### src/rtl/wc_host_pkg.sv
// Shared widths, frame geometry and FSM state encoding for the Winograd core host.
package wc_host_pkg;
  localparam int DW      = 10;
  localparam int N_TAP   = 5;
  localparam int N_IN    = 8;
  localparam int N_WORDS = N_TAP + N_IN;
  localparam int N_OUT   = 4;

  typedef enum logic [2:0] {
    ST_LOAD,
    ST_SEND,
    ST_WAIT,
    ST_CAPT,
    ST_HOLD
  } state_t;
endpackage

### src/rtl/wc_word_buf.sv
// Frame word store: sequential write pointer, indexed combinational read port.
module wc_word_buf import wc_host_pkg::*; #(
  parameter int DW    = wc_host_pkg::DW,
  parameter int DEPTH = N_WORDS
) (
  input  logic          clk,
  input  logic          rst,
  input  logic          clr,
  input  logic          wr_en,
  input  logic [DW-1:0] wr_data,
  input  logic [3:0]    rd_idx,
  output logic [DW-1:0] rd_data,
  output logic [3:0]    wptr
);
  logic [DW-1:0] mem [DEPTH];
  logic          wr_ok;

  // Pointer saturates at DEPTH so nothing past the last word is ever written.
  assign wr_ok = wr_en && !rst && (wptr < 4'(DEPTH));

  always_ff @(posedge clk) begin
    if (rst || clr) wptr <= '0;
    else if (wr_ok) wptr <= wptr + 4'd1;
  end

  always_ff @(posedge clk) begin
    if (wr_ok) mem[wptr] <= wr_data;
  end

  assign rd_data = (rd_idx < 4'(DEPTH)) ? mem[rd_idx] : '0;
endmodule

### src/rtl/wc_4_5_host.sv
// Host sequencer for the Winograd core: loads a frame, streams it to the core,
// waits out the core latency, captures the result words and presents them.
module wc_4_5_host import wc_host_pkg::*; #(
  parameter int DW    = wc_host_pkg::DW,
  parameter int N_TAP = wc_host_pkg::N_TAP,
  parameter int N_IN  = wc_host_pkg::N_IN,
  parameter int N_OUT = wc_host_pkg::N_OUT,
  parameter int LAT   = 6
) (
  input  logic               clk,
  input  logic               rst,
  input  logic               in_valid,
  output logic               in_ready,
  input  logic [DW-1:0]      in_data,
  output logic               chip_rst,
  output logic [DW-1:0]      chip_d,
  input  logic [DW-1:0]      chip_z,
  output logic               out_valid,
  input  logic               out_ready,
  output logic [N_OUT*DW-1:0] out_data,
  output logic               busy
);
  localparam int         N_WORDS = N_TAP + N_IN;
  localparam logic [3:0] LAST_W  = 4'(N_WORDS - 1);
  localparam logic [3:0] END_RD  = 4'(N_WORDS);
  localparam logic [3:0] LAST_C  = 4'(N_OUT - 1);
  localparam logic [3:0] LAT_M1  = (LAT > 0) ? 4'(LAT - 1) : 4'd0;

  state_t        state, state_nx;
  logic [3:0]    wptr, rd_idx, wait_cnt, cap_idx;
  logic [DW-1:0] rd_data;
  logic          accept;

  assign in_ready = (state == ST_LOAD);
  assign busy     = (state != ST_LOAD);
  assign accept   = in_valid && in_ready;

  wc_word_buf #(.DW(DW), .DEPTH(N_WORDS)) u_buf (
    .clk     (clk),
    .rst     (rst),
    .clr     (state == ST_HOLD && out_ready),
    .wr_en   (accept),
    .wr_data (in_data),
    .rd_idx  (rd_idx),
    .rd_data (rd_data),
    .wptr    (wptr)
  );

  always_comb begin
    state_nx = state;
    unique case (state)
      ST_LOAD: if (accept && wptr == LAST_W) state_nx = ST_SEND;
      ST_SEND: if (rd_idx == END_RD) state_nx = (LAT == 0) ? ST_CAPT : ST_WAIT;
      ST_WAIT: if (wait_cnt == 4'd0) state_nx = ST_CAPT;
      ST_CAPT: if (cap_idx == LAST_C) state_nx = ST_HOLD;
      ST_HOLD: if (out_ready) state_nx = ST_LOAD;
      default: state_nx = ST_LOAD;
    endcase
  end

  always_ff @(posedge clk) begin
    if (rst) state <= ST_LOAD;
    else     state <= state_nx;
  end

  // Pin outputs are registered from the next state so they line up with it.
  always_ff @(posedge clk) begin
    if (rst) begin
      rd_idx    <= '0;
      wait_cnt  <= '0;
      cap_idx   <= '0;
      chip_rst  <= 1'b1;
      chip_d    <= '0;
      out_valid <= 1'b0;
      out_data  <= '0;
    end else begin
      chip_rst  <= (state_nx == ST_LOAD) || (state_nx == ST_HOLD);
      chip_d    <= (state_nx == ST_SEND) ? rd_data : '0;
      out_valid <= (state_nx == ST_HOLD);
      rd_idx    <= (state_nx == ST_SEND) ? rd_idx + 4'd1 : '0;

      if (state != ST_WAIT)       wait_cnt <= LAT_M1;
      else if (wait_cnt != 4'd0)  wait_cnt <= wait_cnt - 4'd1;

      if (state == ST_CAPT) begin
        cap_idx <= cap_idx + 4'd1;
        for (int j = 0; j < N_OUT; j++) begin
          if (cap_idx == 4'(j)) out_data[j*DW +: DW] <= chip_z;
        end
      end else begin
        cap_idx <= '0;
      end
    end
  end
endmodule

### config.mk
export PLATFORM = sky130hd
export DESIGN_NAME = wc_4_5_host
export DESIGN_NICKNAME = d
export VERILOG_FILES = /design/src/rtl/wc_host_pkg.sv /design/src/rtl/wc_word_buf.sv /design/src/rtl/wc_4_5_host.sv
export SDC_FILE = /design/constraint.sdc
export NUM_CORES = 1
export LEC_CHECK = 0
export CAP_MARGIN = 20
export CORE_MARGIN = 5
export CORE_UTILIZATION = 37
export CTS_BUF_LIST = sky130_fd_sc_hd__clkbuf_4 sky130_fd_sc_hd__clkbuf_8
export DETAILED_ROUTE_END_ITERATION = 6
export SETUP_SLACK_MARGIN = 0.02
export SYNTH_ARGS = -nofsm -noshare
export SYNTH_HDL_FRONTEND = slang
export SYNTH_SLANG_ARGS = --single-unit
### constraint.sdc
create_clock -name clk -period 2.9 [get_ports clk]
set_clock_uncertainty 0.1 [all_clocks]
set_input_delay 0.29 -clock clk [delete_from_list [all_inputs] [get_ports clk]]
set_output_delay 0.29 -clock clk [all_outputs]
set_load 0.005 [all_outputs]
==> flow_metrics.tcl <==
set metrics [dict create \
    worstHoldPathType "in2reg" \
    edff_count_synth 130 \
    insertedDiodeCount 0 \
    maxSlewHeadroom 0.441 \
    crit_arrival_ps 1970 \
    yosysUniqueCellTypes 48 \
    cts.repair.resized 0 \
    r2r_end "chip_rst" \
    startpoint "state[1]" \
    setup_total_negative_slack_ps 0 \
    finalMaxSlewViolations 0 \
    worst_r2r_startpoint "rd_idx[0]" \
    endpoint "in_ready" \
    grt_pass1_wl_mm 25.9 \
    max_freq_mhz 423 \
    wl_met2_mm 8.50 \
    clkSinkCount 201 \
    powerDensity_nw_per_um2 594 \
    postSynthRegisterBits 201 \
    cp_endpoint_kind "output pin" \
    post_dp_cell_area_um2 8910 \
    synth_top_cells_by_count "130 x sky130_fd_sc_hd__edfxtp_1, 71 x sky130_fd_sc_hd__dfxtp_1, 56 x sky130_fd_sc_hd__nor2_1" \
    antenna_found_initial 0 \
    number_of_warnings_issued_by_yosys 0 \
    cell_types_with_the_largest_area_share_after_synthesis "sky130_fd_sc_hd__edfxtp_1 50%, sky130_fd_sc_hd__dfxtp_1 18%, sky130_fd_sc_hd__mux4_2 8.7%, sky130_fd_sc_hd__mux2i_1 6.8%, sky130_fd_sc_hd__nor2_1 2.7%" \
    design.final.nets 631 \
    clockBufferDepth 3 \
    floorplan.die.width_um 155 \
    post-route-min-period_ps 2360 \
    most_common_cell_in_the_synthesized_netlist "sky130_fd_sc_hd__edfxtp_1" \
    status "complete, no violations" \
    total_leakage_power_nw 3.47 \
    cp_cell_sequence "or3_4 -> inv_2 -> clkdlybuf4s50_1" \
    number_of_vias_per_cell_after_detailed_routing 4.89 \
    final_layout_size_suffix_gt1_frac 0.187 \
    gp_congestion 0.742 \
    maxCapViolCount 0 \
    die_area_um2 24100 \
    cts-htree-levels 2 \
    hpwlAfterDp_mm 10.9 \
    worst_setup_path_start_kind "flip-flop" \
    postSynthCellCount 495 \
    floorplan.initialDensity 0.373 \
    reg2reg_path_depth 5 \
    postCtsSetupBuffers 0 \
    netlist.area_leader.share 0.501 \
    drt_first_pass_iters 5 \
    final_area_um2 9600 \
    rsz0062_at_grt "false" \
    path_depth 3 \
    tightest_slew_ps 839 \
    uppermost_signal_routing_layer_after_detailed_routing "met4" \
    postRouteAntennaNets 0 \
    grt.overflow.total 0 \
    synth_nets 531 \
    wl_per_cell_um 18.6 \
    setup.reg_to_reg.worst_slack_ps 600 \
    dr_wl_met3_um 717 \
    largest_stage_delay_worst_path_ps 540 \
    drt_total_wl_mm 16.7 \
    initialDrtViolationCount 317 \
    timing.critical_path.fanout_max 9 \
    vdd_ir_drop_max_v 0.000304 \
    clkTransAtPathRegs_ps 70 \
    worst_path_max_delay_cell "sky130_fd_sc_hd__clkdlybuf4s50_1" \
    setup-violations-final 0 \
    core_area_um2 20900 \
    globalRouteTotalUtil 0.137 \
    post_cts_hold_buffer_count 0 \
    async_flop_share 0 \
    fin_hold_ws_ps 378 \
    routed-via-count 4380 \
    io_pins 78 \
    via_count_of_the_first_global_routing_pass 4642 \
    worstPathBufferInverterCount 2 \
    routedLengthMet1_mm 7.07 \
    most_used_dff_post_synth "sky130_fd_sc_hd__edfxtp_1" \
    clock_insertion_delay_worst_skew_ps 520 \
    worstHoldPathCells 3 \
    dieHeight_um 155 \
    cts_tree "done" \
    grt_max_degree 50 \
    syn_to_final_growth_pct 23.1 \
    post_layout_util 0.459 \
    netlist.top_cell.by_area "sky130_fd_sc_hd__edfxtp_1" \
    post_synth_instance_area_um2 7800 \
    fp-row-count 53 \
    critical_path.top_delay_family "buffers and inverters" \
    inserted_clock_buffers 35 \
    critical_path_class "reg2out" \
    ys_seq_area_frac 0.683 \
    finalHoldViolations 0 \
    post-route-drc-count 0 \
    worst_ep_required_time_ps 2510 \
    clock-root-buffer "sky130_fd_sc_hd__clkbuf_8" \
    synth.avg_cell_area_um2 15.8 \
    final.period_utilization 0.815 \
    port-buffer-count 77 \
]
state kept, by name, indices dropped and copies added, names as in the netlist:
| signal | cells |
|---|---|
| u_buf.mem | 130 |
| out_valid | 1 |
| out_data | 40 |
| cap_idx | 4 |
| wait_cnt | 4 |
| rd_idx | 4 |
| state | 3 |
| chip_d | 10 |
| u_buf.wptr | 4 |
| chip_rst | 1 |
worst min path at each step:
| stage | start | endpoint |
|---|---|---|
| floorplan | rst | wait_cnt[1] |
| global placement | cap_idx[0] | cap_idx[0] |
| detailed placement | cap_idx[0] | cap_idx[0] |
| CTS | chip_z[2] | out_data[22] |
| global route | chip_z[4] | out_data[24] |
| finish | chip_z[2] | out_data[22] |
placed cells by master (no fill, tap or decap), types with 2 or more instances in the layout:
cell / n
sky130_fd_sc_hd__buf_12: 3
sky130_fd_sc_hd__nor3b_2: 2
sky130_fd_sc_hd__ha_1: 12
sky130_fd_sc_hd__xor2_1: 2
sky130_fd_sc_hd__edfxtp_1: 130
sky130_fd_sc_hd__o22ai_1: 10
sky130_fd_sc_hd__clkbuf_8: 38
sky130_fd_sc_hd__clkinvlp_4: 2
sky130_fd_sc_hd__xnor2_1: 4
sky130_fd_sc_hd__clkbuf_4: 11
sky130_fd_sc_hd__nor2b_1: 2
sky130_fd_sc_hd__inv_1: 11
sky130_fd_sc_hd__a21oi_1: 16
sky130_fd_sc_hd__buf_4: 11
sky130_fd_sc_hd__clkinv_1: 6
sky130_fd_sc_hd__dfxtp_1: 70
sky130_fd_sc_hd__nor3_1: 4
sky130_fd_sc_hd__nor3b_1: 10
sky130_fd_sc_hd__nor2_1: 56
sky130_fd_sc_hd__mux4_2: 30
sky130_fd_sc_hd__clkdlybuf4s50_1: 77
sky130_fd_sc_hd__clkinv_2: 4
sky130_fd_sc_hd__mux2i_1: 53
sky130_fd_sc_hd__nand2_1: 10
sky130_fd_sc_hd__nand4_1: 4
sky130_fd_sc_hd__nand3_1: 7
sky130_fd_sc_hd__and3_1: 7
sky130_fd_sc_hd__nand2b_1: 3
cell families after synthesis:
family	synth area share
adders and majority gates	0.0193
and+or+nand+nor	0.0743
xor gates and xnor gates	0.00674
muxes	0.156
AOI/OAI and AO/OA	0.0361
DFF	0.683
buffers and inverters	0.0246
final cells by class:
type	instances	area, um2
clock buffers	49	606
multi-input cells	254	2280
flip-flops and latches	201	5330
clock inverters	14	82.6
repair buffers	91	913
well taps	275	344
inverters	12	45.0
fillers	1827	11300
metrics by stage:
step | worst slack, ps | cells | total power [mW]
finish | 537 | 896 | 5.70
global route | 451 | 896 | 5.93
CTS | 509 | 896 | 5.79
detailed placement | 526 | 833 | 3.28
global placement | 583 | 833 | 3.27
floorplan | 378 | 495 | 3.19
worst register-to-register path: cells and delay by family (launching register included):
| kind | cells | cell delay, ps |
|---|---|---|
| AOI/OAI and AO/OA | 2 | 960 |
| and+or+nand+nor | 2 | 340 |
| DFF | 1 | 590 |
| adders and majority gates | 1 | 270 |
power breakdown:
group          switching (mW)  leakage [nW]  internal [mW]
sequential            0.00887          1.75           3.07
clock                    1.12         0.361           1.36
combinational          0.0851          1.36         0.0586
total                    1.21          3.47           4.49
layer usage:
layer | vias to the layer above | GRT usage
li1 | 2067 | -
met1 | 2190 | 0.176
met2 | 88 | 0.233
met3 | 35 | 0.0261
met4 | 0 | 0.0488
met5 | - | 0
(Power assumes the default switching activity.)
